## src/rtl/mem_port_arbiter.sv

```systemverilog
// -----------------------------------------------------------------------------
// mem_port_arbiter
//
// Shares one single-ported memory with a 1-cycle read latency between the
// processor's fetch (imem) and load/store (dmem) ports. Each cycle at most one
// request is granted and forwarded to memory combinationally. The response
// goes back to its owner one cycle later. Data requests normally win a
// collision. A starvation counter makes sure a fetch held off for STARVE_MAX
// consecutive cycles wins the next arbitration.
//
// Parameters
//   STARVE_MAX : consecutive denied cycles tolerated for a valid fetch
//                (0 = fetch always wins)
//   CNT_W      : width of the starvation counter (must hold STARVE_MAX)
//
// Ports
//   clk_i                    clock, all state on posedge
//   rst_ni                   synchronous active-low reset
//   imemreq_val_i/_rdy_o     fetch request handshake, imemreq_addr_i
//   imemresp_val_o/_data_o   fetch response
//   dmemreq_val_i/_rdy_o     data request handshake
//   dmemreq_type_i           0 = read, 1 = write
//   dmemreq_addr_i/_wdata_i  data request payload
//   dmemresp_val_o/_rdata_o  data response (write ack carries rdata 0)
//   memreq_val_o/_type_o     request to backing memory
//   memreq_addr_o/_wdata_o   request payload to backing memory
//   memresp_rdata_i          memory read data, valid the cycle after a request
// -----------------------------------------------------------------------------
module mem_port_arbiter #(
    parameter int unsigned STARVE_MAX = 4,
    parameter int unsigned CNT_W      = 3
) (
    input  logic        clk_i,
    input  logic        rst_ni,

    input  logic        imemreq_val_i,
    output logic        imemreq_rdy_o,
    input  logic [31:0] imemreq_addr_i,
    output logic        imemresp_val_o,
    output logic [31:0] imemresp_data_o,

    input  logic        dmemreq_val_i,
    output logic        dmemreq_rdy_o,
    input  logic        dmemreq_type_i,
    input  logic [31:0] dmemreq_addr_i,
    input  logic [31:0] dmemreq_wdata_i,
    output logic        dmemresp_val_o,
    output logic [31:0] dmemresp_rdata_o,

    output logic        memreq_val_o,
    output logic        memreq_type_o,
    output logic [31:0] memreq_addr_o,
    output logic [31:0] memreq_wdata_o,
    input  logic [31:0] memresp_rdata_i
);

    typedef enum logic [1:0] {
        OWN_NONE = 2'd0,
        OWN_IMEM = 2'd1,
        OWN_DRD  = 2'd2,
        OWN_DWR  = 2'd3
    } owner_e;

    localparam logic [CNT_W-1:0] STARVE_LIM = CNT_W'(STARVE_MAX);

    owner_e             owner_q;
    owner_e             owner_d;
    logic [CNT_W-1:0]   starve_cnt_q;
    logic [CNT_W-1:0]   starve_cnt_d;
    logic               grant_imem;
    logic               grant_dmem;

    // Grant selection: dmem wins unless imem has been held off long enough.
    // Nothing is granted while reset is asserted.
    always_comb begin
        grant_imem = 1'b0;
        grant_dmem = 1'b0;
        if (rst_ni) begin
            grant_imem = imemreq_val_i &&
                         (!dmemreq_val_i || (starve_cnt_q == STARVE_LIM));
            grant_dmem = dmemreq_val_i && !grant_imem;
        end else begin
            grant_imem = 1'b0;
            grant_dmem = 1'b0;
        end
    end

    // Ready handshakes and forwarding of the granted request to memory.
    always_comb begin
        imemreq_rdy_o  = grant_imem;
        dmemreq_rdy_o  = grant_dmem;
        memreq_val_o   = grant_imem | grant_dmem;
        memreq_type_o  = 1'b0;
        memreq_addr_o  = 32'h0000_0000;
        memreq_wdata_o = 32'h0000_0000;
        if (grant_imem) begin
            // Fetches are always reads and never carry write data.
            memreq_addr_o = imemreq_addr_i;
        end else if (grant_dmem) begin
            memreq_type_o  = dmemreq_type_i;
            memreq_addr_o  = dmemreq_addr_i;
            memreq_wdata_o = dmemreq_wdata_i;
        end else begin
            memreq_addr_o = 32'h0000_0000;
        end
    end

    // Next owner of the response slot, decided by this cycle's grant.
    always_comb begin
        owner_d = OWN_NONE;
        if (grant_imem) begin
            owner_d = OWN_IMEM;
        end else if (grant_dmem) begin
            owner_d = dmemreq_type_i ? OWN_DWR : OWN_DRD;
        end else begin
            owner_d = OWN_NONE;
        end
    end

    // Starvation counter: counts cycles a valid fetch loses to dmem.
    always_comb begin
        starve_cnt_d = starve_cnt_q;
        if (grant_imem || !imemreq_val_i) begin
            starve_cnt_d = {CNT_W{1'b0}};
        end else if (grant_dmem) begin
            if (starve_cnt_q == STARVE_LIM) begin
                starve_cnt_d = starve_cnt_q;
            end else begin
                starve_cnt_d = starve_cnt_q + CNT_W'(1);
            end
        end else begin
            starve_cnt_d = starve_cnt_q;
        end
    end

    // State registers with synchronous active-low reset; an in-flight
    // response is discarded by returning the owner to NONE.
    always_ff @(posedge clk_i) begin
        if (!rst_ni) begin
            owner_q      <= OWN_NONE;
            starve_cnt_q <= {CNT_W{1'b0}};
        end else begin
            owner_q      <= owner_d;
            starve_cnt_q <= starve_cnt_d;
        end
    end

    // Response steering: memory data goes only to the owning port.
    always_comb begin
        imemresp_val_o   = 1'b0;
        imemresp_data_o  = 32'h0000_0000;
        dmemresp_val_o   = 1'b0;
        dmemresp_rdata_o = 32'h0000_0000;
        if (rst_ni) begin
            case (owner_q)
                OWN_IMEM: begin
                    imemresp_val_o  = 1'b1;
                    imemresp_data_o = memresp_rdata_i;
                end
                OWN_DRD: begin
                    dmemresp_val_o   = 1'b1;
                    dmemresp_rdata_o = memresp_rdata_i;
                end
                OWN_DWR: begin
                    dmemresp_val_o = 1'b1;
                end
                default: begin
                    imemresp_val_o = 1'b0;
                    dmemresp_val_o = 1'b0;
                end
            endcase
        end else begin
            imemresp_val_o = 1'b0;
            dmemresp_val_o = 1'b0;
        end
    end

endmodule
```

## config.mk

```make
export PLATFORM = sky130hd
export DESIGN_NAME = mem_port_arbiter
export DESIGN_NICKNAME = d
export VERILOG_FILES = /design/src/rtl/mem_port_arbiter.sv
export SDC_FILE = /design/constraint.sdc
export NUM_CORES = 1
export LEC_CHECK = 0
export BUFFER_PORTS_ARGS = -buffer_cell sky130_fd_sc_hd__buf_2
export CELL_PAD_IN_SITES_DETAIL_PLACEMENT = 0
export CELL_PAD_IN_SITES_GLOBAL_PLACEMENT = 2
export CORE_MARGIN = 4
export CORE_UTILIZATION = 10
export CTS_BUF_LIST = sky130_fd_sc_hd__clkbuf_16
export DETAILED_ROUTE_END_ITERATION = 8
export GPL_TIMING_DRIVEN = 0
export PLACE_DENSITY = 0.77
export SYNTH_ARGS = -nofsm -noshare
export SYNTH_HDL_FRONTEND = slang
export SYNTH_SLANG_ARGS = --single-unit
```

## constraint.sdc

```tcl
create_clock -name clk_i -period 1.7 [get_ports clk_i]
set_input_delay 0.425 -clock clk_i [delete_from_list [all_inputs] [get_ports clk_i]]
set_output_delay 0.425 -clock clk_i [all_outputs]
set_load 0.02 [all_outputs]
```

==> reports/qor.yml <==
status: "finished, violations left"
failed_checks: "setup timing"
start_util: 0.102
cts_buffers: 3
r2r_slack_ns: 0.42
yosys_register_bits: 5
grt_pass1_vias: 3319
rows: 47
io_buffers: 264
setup_viol: 129
route.detailed.drc: 0
final_core_util: 0.300
antennaDiodeCount: 0
hold_end: "starve_cnt_q[0]"
cts_root_buffer: "clkbuf_16"
fin_worst_skew_ns: 0.00510
synth_area_mm2: 0.00171
final_antenna_net_count: 0
fin_nets: 680
critPathCaptureType: "output pin"
synth_seq_area_share: 0.0585
numClockSinks: 5
synthTopCellsByArea: "and2_1, nand3_1, and3_1"
die_area_mm2: 0.0193
synth_area_per_cell_um2: 6.66
p_leak_nw: 2.47
min_from: "starve_cnt_q[0]"
die_w_um: 139
synthDominantCellAreaShare: 0.249
yosysTopAreaCell: "and2_1"
num_vias: 3092
r2r-start: "starve_cnt_q[0]"
drt-total-wl_um: 12500
finalWeightedCongestion: 0.849
critical-path-max-stage-delay_ns: 0.33
grt_pass1_wl_um: 18900
required_ns: 1.27
clock_latency_ns: 0.23
core_area_mm2: 0.0167
rsz0062_at_grt: "yes"
grt_max_degree: 11
layout-drive-gt1-share: 0.789
synth-edff-count: 0
cts_tree: "yes"
boundaryPins: 267
synth_cell_types: 24
dp_hpwl_um: 9790
async_flop_share: 0
path_common_cell: "buf_12"
cp_cell_sequence: "inv_2 -> ha_4 -> and3_4 -> buf_12 -> buf_12 -> o22ai_4 -> buf_6"
worst_r2r_endpoint: "owner_q[0]"
cts_max_level: 1
slowest_stage: "dfxtp_2"
routed_via_density: 4.05
synth_nets: 392
grt_usage: 0.121
hold_path_class: "register to register"
critPathKind: "register to output pin"
cts.clk_slew.worst_paths_ns: 0.04
dr.pass1.iters: 4
syn_to_final_growth_pct: 193
p_per_area_mw_per_mm2: 317
worst_slew_pin_slew_ns: 0.469
worstHoldPathCells: 2
finalHoldViolations: 0
fin_crit_ns: 1.98
clk_path_buf_depth: 2
yosys_warnings: 0
wl_per_cell_um: 16.4
synth-main-ff-cell: "dfxtp_1"
ir_worst_vdd_mv: 0.305
setup_ws_ns: -0.280
fin_crit_sh: 1.16
start_kind: "register"
crit_arrival_ns: 1.55
slew_violations: 0
nFillCells: 1761
cts_hold_buf: 0
critPathMaxFanout: 10
drv_cap: 0
reg2regPathDepth: 6
grt_antenna_before_repair: 0
power_mw: 1.59
synthCells: 257
timing.slew.headroom: 0.687
drt_iter0_drc: 57
grt_overflow: 0
die_h_um: 139
fmax_mhz: 505
whs_ns: 0.518
-- cells in the final DEF (no fill, tap or decap), drive strengths merged --
| cell type | instances |
|---|---|
| nor2 | 2 |
| ha | 2 |
| a21boi | 1 |
| clkbuf | 10 |
| nand3 | 66 |
| o211a | 1 |
| and3 | 33 |
| and2 | 68 |
| and4 | 1 |
| o21a | 1 |
| nand2 | 1 |
| buf | 312 |
| dfxtp | 5 |
| clkinv | 1 |
| nor2b | 1 |
| nor3b | 2 |
| and3b | 2 |
| inv | 2 |
| o22ai | 33 |
-- how the worst max path moves through the flow --
| stage | start | endpoint | cells after the start |
|---|---|---|---|
| after floorplan | starve_cnt_q[0] | memreq_addr_o[0] | 5 |
| after CTS | starve_cnt_q[0] | memreq_addr_o[18] | 7 |
| after global routing | starve_cnt_q[0] | memreq_addr_o[23] | 7 |
| final | starve_cnt_q[0] | memreq_addr_o[4] | 7 |
| after detailed placement | dmemreq_val_i | memreq_addr_o[3] | 5 |
| after global placement | dmemreq_val_i | memreq_addr_o[3] | 5 |
-- sequential cells by signal, indices dropped and copies added (netlist names) --
signal / cells
starve_cnt_q: 3
owner_q: 2
-- cell type report --
cell class	instances	area, µm²	share of cell area
well taps	220	275	0.0550
inverters	2	7.51	0.00150
repair buffers	283	2200	0.440
clock inverters	1	5.00	0.00100
flip-flops and latches	5	105	0.0210
clock buffers	3	75.1	0.0150
multi-input cells	214	1920	0.384
plain buffers	36	409	0.0817
-- logic make-up (layout without fill, tap and decap cells) --
family                     after synthesis  in the layout  synth area share
AOI/OAI and AO/OA                       36             36             0.175
adders and majority gates                2              2            0.0146
buffers and inverters                   38            325             0.152
DFF                                      5              5            0.0585
and+or+nand+nor                        176            176             0.600
-- where the power goes --
group          switching (mW)  internal (mW)
Combinational           0.515          0.558
Sequential            0.00263          0.123
Clock                  0.0787          0.307
Total                   0.596          0.989
-- stage by stage --
| stage | setup WS [ns] | instance area, µm² | std cells | setup TNS (ns) |
|---|---|---|---|---|
| 3_3_place_gp | -0.362 | 3640 | 741 | -24.57 |
| 5_1_grt | -0.336 | 5010 | 764 | -25.30 |
| 2_1_floorplan | 0.00945 | 2050 | 257 | 0 |
| 3_5_place_dp | -0.343 | 3640 | 741 | -23.82 |
| 4_1_cts | -0.286 | 4880 | 763 | -19.75 |
| 6_report | -0.280 | 5010 | 764 | -17.79 |
-- critical path, delay by kind of cell, from the launching register on --
kind,cells,cell delay (ns)
flops,1,0.33
simple gates,1,0.17
fa+ha+maj,1,0.17
buf+inv,4,0.48
compound gates,1,0.15
-- repair_timing --
item                                    4_1_cts  5_1_grt
gates cloned                                  8        0
gates resized for setup                     299       38
pin swaps                                    59       12
endpoints found under the setup margin      129      132
buffers inserted                             10        1
-- routing by layer --
metal / GRT usage / vias up / routed length (µm)
li1: - / 1492 / -
met1: 0.129 / 1417 / 4520
met2: 0.233 / 176 / 6690
met3: 0.0397 / 7 / 1170
met4: 0.0206 / 0 / 123
met5: 0 / - / 0
-- cell usage after synthesis (5+ instances only) --
master and n:
and2_1 68, and3_1 33, buf_2 15, buf_4 5
buf_6 9, clkbuf_1 5, dfxtp_1 5, nand3_1 65
o22ai_1 24, o22ai_2 9
No activity file was read; power rests on OpenSTA's default activity.
